**config.mk**
```make
export PLATFORM = sky130hd
export DESIGN_NAME = branch_resolve_unit
export DESIGN_NICKNAME = d
export VERILOG_FILES = /design/src/rtl/branch_resolve_unit_pkg.sv /design/src/rtl/bru_target_adder.sv /design/src/rtl/branch_resolve_unit.sv
export SDC_FILE = /design/constraint.sdc
export NUM_CORES = 1
export LEC_CHECK = 0
export ABC_CLOCK_PERIOD_IN_PS = 3500
export CAP_MARGIN = 20
export CORE_MARGIN = 2
export CORE_UTILIZATION = 55
export CTS_BUF_LIST = sky130_fd_sc_hd__clkbuf_8
export CTS_CLUSTER_DIAMETER = 100
export DETAILED_ROUTE_END_ITERATION = 8
export PLACE_DENSITY = 0.84
export SYNTH_ARGS = -nofsm -noshare
export SYNTH_HDL_FRONTEND = slang
export SYNTH_SLANG_ARGS = --single-unit
```
**constraint.sdc**
```tcl
create_clock -name clk -period 3.5 [get_ports clk]
set_clock_uncertainty 0.15 [all_clocks]
set_input_delay 0.35 -clock clk [delete_from_list [all_inputs] [get_ports clk]]
set_output_delay 0.35 -clock clk [all_outputs]
set_load 0.01 [all_outputs]
```
**src/rtl/branch_resolve_unit_pkg.sv**
```systemverilog
// Shared branch codes, branch-op codes and FSM state encoding for the branch resolve path.
// Used by the comparator, the control unit and branch_resolve_unit.
package branch_resolve_unit_pkg;

  localparam logic [1:0] BR_EQ  = 2'b00;
  localparam logic [1:0] BR_LT  = 2'b01;
  localparam logic [1:0] BR_GT  = 2'b10;
  localparam logic [1:0] BR_INV = 2'b11;

  localparam logic [1:0] BROP_BEQ = 2'b00;
  localparam logic [1:0] BROP_BLT = 2'b01;
  localparam logic [1:0] BROP_BGT = 2'b10;
  localparam logic [1:0] BROP_JMP = 2'b11;

  typedef enum logic {
    ST_RUN   = 1'b0,
    ST_FLUSH = 1'b1
  } bru_state_e;

  // An invalid comparator code never matches a conditional op, so it falls out as not taken.
  function automatic logic branch_taken(input logic [1:0] op, input logic [1:0] br);
    logic tk;
    tk = 1'b0;
    case (op)
      BROP_BEQ: tk = (br == BR_EQ);
      BROP_BLT: tk = (br == BR_LT);
      BROP_BGT: tk = (br == BR_GT);
      BROP_JMP: tk = 1'b1;
      default:  tk = 1'b0;
    endcase
    return tk;
  endfunction

  function automatic logic [15:0] sat_inc16(input logic [15:0] v);
    return (v == 16'hFFFF) ? v : v + 16'd1;
  endfunction

endpackage

```
**src/rtl/bru_target_adder.sv**
```systemverilog
// Branch target: branch PC plus the sign-extended word offset converted to bytes.
// Purely combinational; wraps modulo 2^PC_W.
module bru_target_adder #(
  parameter int unsigned PC_W  = 16,
  parameter int unsigned OFF_W = 8
) (
  input  logic [PC_W-1:0]         pc_br,
  input  logic signed [OFF_W-1:0] offset,
  output logic [PC_W-1:0]         target
);

  logic signed [PC_W-1:0] off_sext;

  assign off_sext = {{(PC_W-OFF_W){offset[OFF_W-1]}}, offset};
  assign target   = pc_br + {off_sext[PC_W-2:0], 1'b0};

endmodule

```
**src/rtl/branch_resolve_unit.sv**
```systemverilog
// Branch resolve unit: owns the fetch PC, resolves ID-stage branches and flushes IF/ID.
// Optional statistics counters are enabled with the BRU_STATS_EN macro.
module branch_resolve_unit
  import branch_resolve_unit_pkg::*;
#(
  parameter int unsigned     PC_W      = 16,
  parameter int unsigned     OFF_W     = 8,
  parameter logic [PC_W-1:0] RESET_PC  = '0,
  parameter int unsigned     FLUSH_CYC = 2
) (
  input  logic                    clk,
  input  logic                    rst_n,
  input  logic                    stall,
  input  logic                    branchValid,
  input  logic [1:0]              brOp,
  input  logic [1:0]              branch,
  input  logic signed [OFF_W-1:0] offset,
  output logic [PC_W-1:0]         pc,
  output logic                    flushIFID,
  output logic                    taken,
  output logic                    badCode
`ifdef BRU_STATS_EN
  ,
  output logic [15:0]             brCount,
  output logic [15:0]             takenCount
`endif
);

  localparam logic [2:0] FLUSH_INIT = 3'(FLUSH_CYC - 1);

  bru_state_e      state_q;
  logic [2:0]      cnt_q;
  logic [PC_W-1:0] pc_q, pc_d, pc_br, pc_tgt;
  logic            flush_q, taken_q, badcode_q;
  logic            decide, take_br, bad_br;

  // The branch sitting in ID was fetched one word before the current fetch address.
  assign pc_br   = pc_q - PC_W'(2);
  assign decide  = (state_q == ST_RUN) && branchValid && !stall;
  assign take_br = branch_taken(brOp, branch);
  assign bad_br  = (brOp != BROP_JMP) && (branch == BR_INV);

  bru_target_adder #(
    .PC_W  (PC_W),
    .OFF_W (OFF_W)
  ) u_target (
    .pc_br  (pc_br),
    .offset (offset),
    .target (pc_tgt)
  );

  always_comb begin
    pc_d = pc_q + PC_W'(2);
    if (stall)
      pc_d = pc_q;
    else if (decide && take_br)
      pc_d = pc_tgt;
  end

  always_ff @(posedge clk) begin
    if (!rst_n) begin
      pc_q      <= RESET_PC;
      state_q   <= ST_RUN;
      cnt_q     <= '0;
      flush_q   <= 1'b0;
      taken_q   <= 1'b0;
      badcode_q <= 1'b0;
    end else begin
      pc_q      <= pc_d;
      taken_q   <= decide && take_br;
      badcode_q <= decide && bad_br;
      if (!stall) begin
        case (state_q)
          ST_RUN: begin
            if (decide && take_br) begin
              state_q <= ST_FLUSH;
              cnt_q   <= FLUSH_INIT;
              flush_q <= 1'b1;
            end
          end
          ST_FLUSH: begin
            if (cnt_q == 3'd0) begin
              state_q <= ST_RUN;
              flush_q <= 1'b0;
            end else begin
              cnt_q <= cnt_q - 3'd1;
            end
          end
          default: state_q <= ST_RUN;
        endcase
      end
    end
  end

  assign pc        = pc_q;
  assign flushIFID = flush_q;
  assign taken     = taken_q;
  assign badCode   = badcode_q;

`ifdef BRU_STATS_EN
  logic [15:0] br_cnt_q, tkn_cnt_q;

  always_ff @(posedge clk) begin
    if (!rst_n) begin
      br_cnt_q  <= '0;
      tkn_cnt_q <= '0;
    end else if (decide) begin
      br_cnt_q <= sat_inc16(br_cnt_q);
      if (take_br)
        tkn_cnt_q <= sat_inc16(tkn_cnt_q);
    end
  end

  assign brCount    = br_cnt_q;
  assign takenCount = tkn_cnt_q;
`endif

endmodule

```
======== Word-level counts from Yosys, hierarchy flattened ========
Cells that the tools add are included.
storage, ports and cells
  output and inout bits ................... 19
  bits in registers ....................... 23
operators by class
  add/subtract/negate cells ............... 4
  mux-type cells .......................... 11
  equality and inequality tests ........... 10
  reductions and logical operators ........ 11
  bitwise gates (word level) .............. 2
operators with widths
  operator                                                                count
  16-bit adder                                                            1
  16-bit by 2-bit adder with 16-bit output (second input constant)        1
  16-bit two-way mux                                                      1
  16-bit by 2-bit subtractor with 16-bit output (second input constant)   1
  2-bit equality test (second input constant)                             4
  3-bit two-way mux                                                       2
  3-bit one-hot mux with 2 select lines                                   1
  3-bit AND reduction                                                     2
  1-bit logical AND                                                       5
  2-bit by 1-bit equality test with 1-bit output (second input constant)  2
  2-bit zero test                                                         2
  1-bit two-way mux                                                       4
  2-bit by 1-bit != test with 1-bit output (second input constant)        2
  2-bit != test (second input constant)                                   2
  1-bit one-hot mux with 2 select lines                                   2
  1-bit one-hot mux with 4 select lines                                   1
  3-bit zero test                                                         1
  3-bit by 1-bit subtractor with 3-bit output (second input constant)     1
  1-bit NOT                                                               2
  1-bit zero test                                                         1

======== Logic depth before layout (Yosys ltp) ========
  word-level depth ........................ 6
  mapped depth ............................ 11
  mapped depth without buffers ............ 11

======== By module ========
Synthesis repeated with hierarchy kept, for this count alone.
second synthesis, totals
  cells, all modules ...................... 305
  area total of the unflattened synthesis .. 2,262.2 um2
by module, submodules not included
  module               area each (um2)  cells each  instances
  branch_resolve_unit  1,591.5          218         1
  bru_target_adder     670.6            87          1

======== Worst setup path before layout ========
No wires, ideal clock.
  path type ............................... reg-to-reg
  from .................................... register pc_q[2] (netlist: pc[2])
  to ...................................... register pc_q[10] (netlist: pc[10])
  library setup time ...................... 0.122 ns
  clock period less this slack ............ 2.670 ns
  path slack .............................. 0.830 ns
  data required time ...................... 3.228 ns
  stages on the path, launching flop included .. 12
  arrival time ............................ 2.398 ns
  cells stage by stage .................... dfxtp_1 > inv_1 > ha_1 > inv_1 > ha_1 > fa_1 > a21oi_1 > o21ai_1 > a2111oi_1 > nor2_1 > xnor2_1 > a21oi_1
between the ends
  cells in the longest elaborated chain, start to end .. 3
  elaborated cells on any way between the ends .. 4
  those cells by class .................... 3 x add/sub; 1 x mux
RTL lines
  element                                        line                       text
  start, declared                                branch_resolve_unit.sv:33  logic [PC_W-1:0] pc_q, pc_d, pc_br, pc_tgt;
  start signal, assigned                         branch_resolve_unit.sv:69  pc_q <= pc_d;
  16-bit by 2-bit subtractor with 16-bit output  branch_resolve_unit.sv:38  assign pc_br = pc_q - PC_W'(2);
  16-bit adder                                   bru_target_adder.sv:15     assign target = pc_br + {off_sext[PC_W-2:0], 1'b0};
  16-bit two-way mux (*)                         branch_resolve_unit.sv:56  else if (decide && take_br)
Every way passes the cells marked *; elsewhere a longest branch is shown, timed or not.
A chain may end at the register's enable or synchronous reset.

======== Final worst setup path ========
  from .................................... input offset[1]
  to ...................................... register pc_q[10] (netlist: pc[10])
between the ends
  cells in the longest elaborated chain, start to end .. 2
RTL lines
  element             line                       text
  start, declared     branch_resolve_unit.sv:17  input logic signed [OFF_W-1:0] offset,
  16-bit adder        bru_target_adder.sv:15
  16-bit two-way mux  branch_resolve_unit.sv:56
Every way passes these cells.

==> run_results.csv <==
group,metric,value,unit
pwr,internal_power,554,µW
timing,tns,0,ps
finish,seqCellArea,440,µm²
finish,fill_cells,357,
clocking,insertion_delay,270,ps
synthesis,yosys-top-cells-area,"dfxtp_1 19%, ha_1 18%, inv_1 9.7%",
finish,final_cell_area,0.00270,mm²
synthesis,ys.flop_type,"dfxtp_1",
clocking,path_clk_slew,90,ps
clocking,root_buffer,"clkbuf_8",
worst_setup_path,cp_data_arrival_time,2970,ps
floorplanning,die_x,68.6,µm
floorplanning,die_h,68.6,µm
clocking,numCtsBuffers,3,
worst_setup_path,worstSetupStartpointType,"input port",
route,wl_per_cell,14.1,µm
finish,drive_gt1_share,4.96,%
timing,rsz0062_at_grt,"false",
worst_setup_path,cp.required,3480,ps
global_routing,grt_usage,25.7,%
synthesis,synth_cell_types,56,
timing,holdWs,352,ps
synthesis,yosysSeqAreaShare,19.2,%
min_path,hp-class,"flop to flop",
placed_design,place_ws,248,ps
floorplanning,core.rowCount,23,
pwr,peakVddDrop,0.235,mV
pwr,power.share.sequential,32.6,%
route,antenna_left,0,
floorplanning,core,0.00400,mm²
route,vias,2273,
global_routing,grt_pass1_vias,2147,
finish,diodes,0,
timing,worst_slew_pin_slew,661,ps
worst_setup_path,slowest_delay,510,ps
worst_setup_path,cp_max_fo,2,
clocking,cts_resized,0,
clocking,h-tree-depth,1,
worst_setup_path,path_delay_family,"compound AO/OA/AOI/OAI gates",
clocking,cts_setup_buffers,0,
synthesis,syn_area,0.00229,mm²
finish,multi_input_area,0.00156,mm²
pwr,power_frac_clock,29.5,%
synthesis,synthTopCellsByCount,"59 x inv_1, 33 x ha_1, 31 x a21oi_1",
finish,syn_to_final_growth,17.8,%
finish,utilization,67.5,%
worst_setup_path,path_class,"input port to flop",
synthesis,synth.largest_area_cell,"dfxtp_1",
global_routing,grt_max_degree,25,
pwr,comb_power_share,37.9,%
route,drtIter0Drc,114,
route,vias_per_cell,5.78,
route,drt-pass1-iter-count,4,
clocking,clockBufferDepth,2,
timing,clock.fmax,0.335,GHz
outcome,status,"finished clean",
global_routing,grt.overflow.total,0,
route,finalWirelength,5.56,mm
route,drc_errors,0,
worst_setup_path,end_kind,"flop",
global_routing,grt_pass1_wl,9.32,mm
timing,worst_slack,516,ps
synthesis,synth.top_cell.area_share,19.2,%
synthesis,async_reset_ff_share,0,%
pwr,p_sw,284,µW
placed_design,dpl.hpwl,4.19,mm
job,drv_cap,0,
timing,slew_headroom,55.9,%
timing,setup_viol,0,
synthesis,synth_warnings,0,
placed_design,port_buffers,33,
pwr,switching_share,33.9,%
global_routing,antenna_found_initial,0,
floorplanning,ioPinCount,35,
synthesis,synth_seq_cells,22,
worst_setup_path,cp_cell_sequence,"clkdlybuf4s50_1, inv_1, ha_1, inv_1, ha_1, fa_1, a21oi_1, o21ai_1, a2111oi_1, nor2_1, xnor2_1, a21oi_1",
timing,layout_min_cycle_time,2980,ps
finish,fin_nets,394,
clocking,ctsHoldBuffers,0,
floorplanning,dieArea,0.00470,mm²
synthesis,syn_avg_cell_area,7.25,µm²
timing,fin_crit_sh,85.3,%
clocking,cts_sinks,22,
pwr,leakagePower,1.18,nW
pwr,power_density,310,mW/mm²
timing,hold_viol_final,0,
synthesis,synth_edf_count,0,
synthesis,synth.most_common_cell,"inv_1",
synthesis,syn-num-nets,366,
placed_design,placed_cell_area,0.00263,mm²
clocking,cts_tree,"built",
worst_setup_path,cp.buffers_inverters,3,
worst_setup_path,cp_slowest_cell,"a2111oi_1",
floorplanning,initial_core_util,57.3,%
synthesis,synthCells,316,
placed_design,place_congestion,0.958,
timing,drv_slew,0,
[layer usage]
metal  track usage, %  part of all wire [%]
met5                0                     0
met1             32.5                    47
met2             45.4                    48
met4             8.50                   1.1
met3             2.44                   4.4
[cells by family after synthesis]
| kind of cell | share of synthesized area, % |
|---|---|
| DFF | 19.2 |
| and+or+nand+nor | 21.3 |
| adders and majority gates | 18.9 |
| other | 0.164 |
| muxes | 0.437 |
| AOI/OAI and AO/OA | 22.7 |
| xor gates and xnor gates | 4.59 |
| buffers and inverters | 12.8 |
[registers in the layout, summed over array words and instances, names as in the netlist]
name and count:
badCode 1, flushIFID 1, state_q 1, cnt_q 3
pc 15, taken 1
[worst min-delay path: cells and delay by family, from the launching register on]
family | cells | cell delay, ps
DFF | 1 | 320
AOI/OAI and AO/OA | 1 | 50
and+or+nand+nor | 1 | 90
[cell usage in the layout (no fill, tap or decap), types with 2 or more instances in the layout]
cell type        netlist  final
xnor2_1                9      9
nand4_1                4      4
buf_4                  2      2
a311oi_1               2      2
nand2b_1               2      2
a21o_1                 5      5
a211oi_1               2      2
clkdlybuf4s50_1        0     33
a21oi_1               31     31
o221ai_1               2      2
nand3_1               11     11
o21ai_0               13     13
o21bai_1               2      2
xor2_1                 3      3
ha_1                  33     33
nor4_1                 2      2
a21oi_2                2      2
o21a_1                 3      3
nor3_1                 9      9
nor2b_1                2      2
clkbuf_8               0      3
inv_1                 59     59
nor2_1                20     20
and3_1                 7      7
o211ai_1               3      3
dfxtp_1               22     22
nand2_1               28     28
a31oi_1                3      3
[power by group through the flow]
stage	Sequential [mW]	Combinational, mW	Clock, mW
2_1_floorplan	0.280	0.223	0
3_3_place_gp	0.278	0.304	0
3_5_place_dp	0.279	0.311	0
4_1_cts	0.273	0.315	0.247
5_1_grt	0.275	0.356	0.257
6_report	0.273	0.317	0.247
[layout make-up]
| cell class | instances | area share [%] |
|---|---|---|
| Inverter | 59 | 8.20 |
| Timing Repair Buffer | 35 | 12.8 |
| Clock inverter | 1 | 1.11 |
| Multi-Input combinational cell | 223 | 57.7 |
| Sequential cell | 22 | 16.3 |
| Tap cell | 50 | 2.32 |
| Clock buffer | 3 | 1.53 |
[path summary, 6_finish.rpt]
| kind | start | cells after the start | slack, ps | end |
|---|---|---|---|---|
| worst max-delay path | offset[1] | 12 | 520 | pc[10] |
| worst min-delay path | cnt_q[1] | 2 | 350 | cnt_q[1] |
| worst max register to register | pc[2] | 11 | 590 | pc[10] |
| worst min register to register | cnt_q[1] | 2 | 350 | cnt_q[1] |
[stage by stage]
step | cells | total power [mW]
floorplan | 316 | 0.503
global placement | 389 | 0.582
detailed placement | 389 | 0.589
CTS | 393 | 0.835
global route | 393 | 0.888
finish | 393 | 0.838
Note: power is estimated with default switching activity, not from simulation.
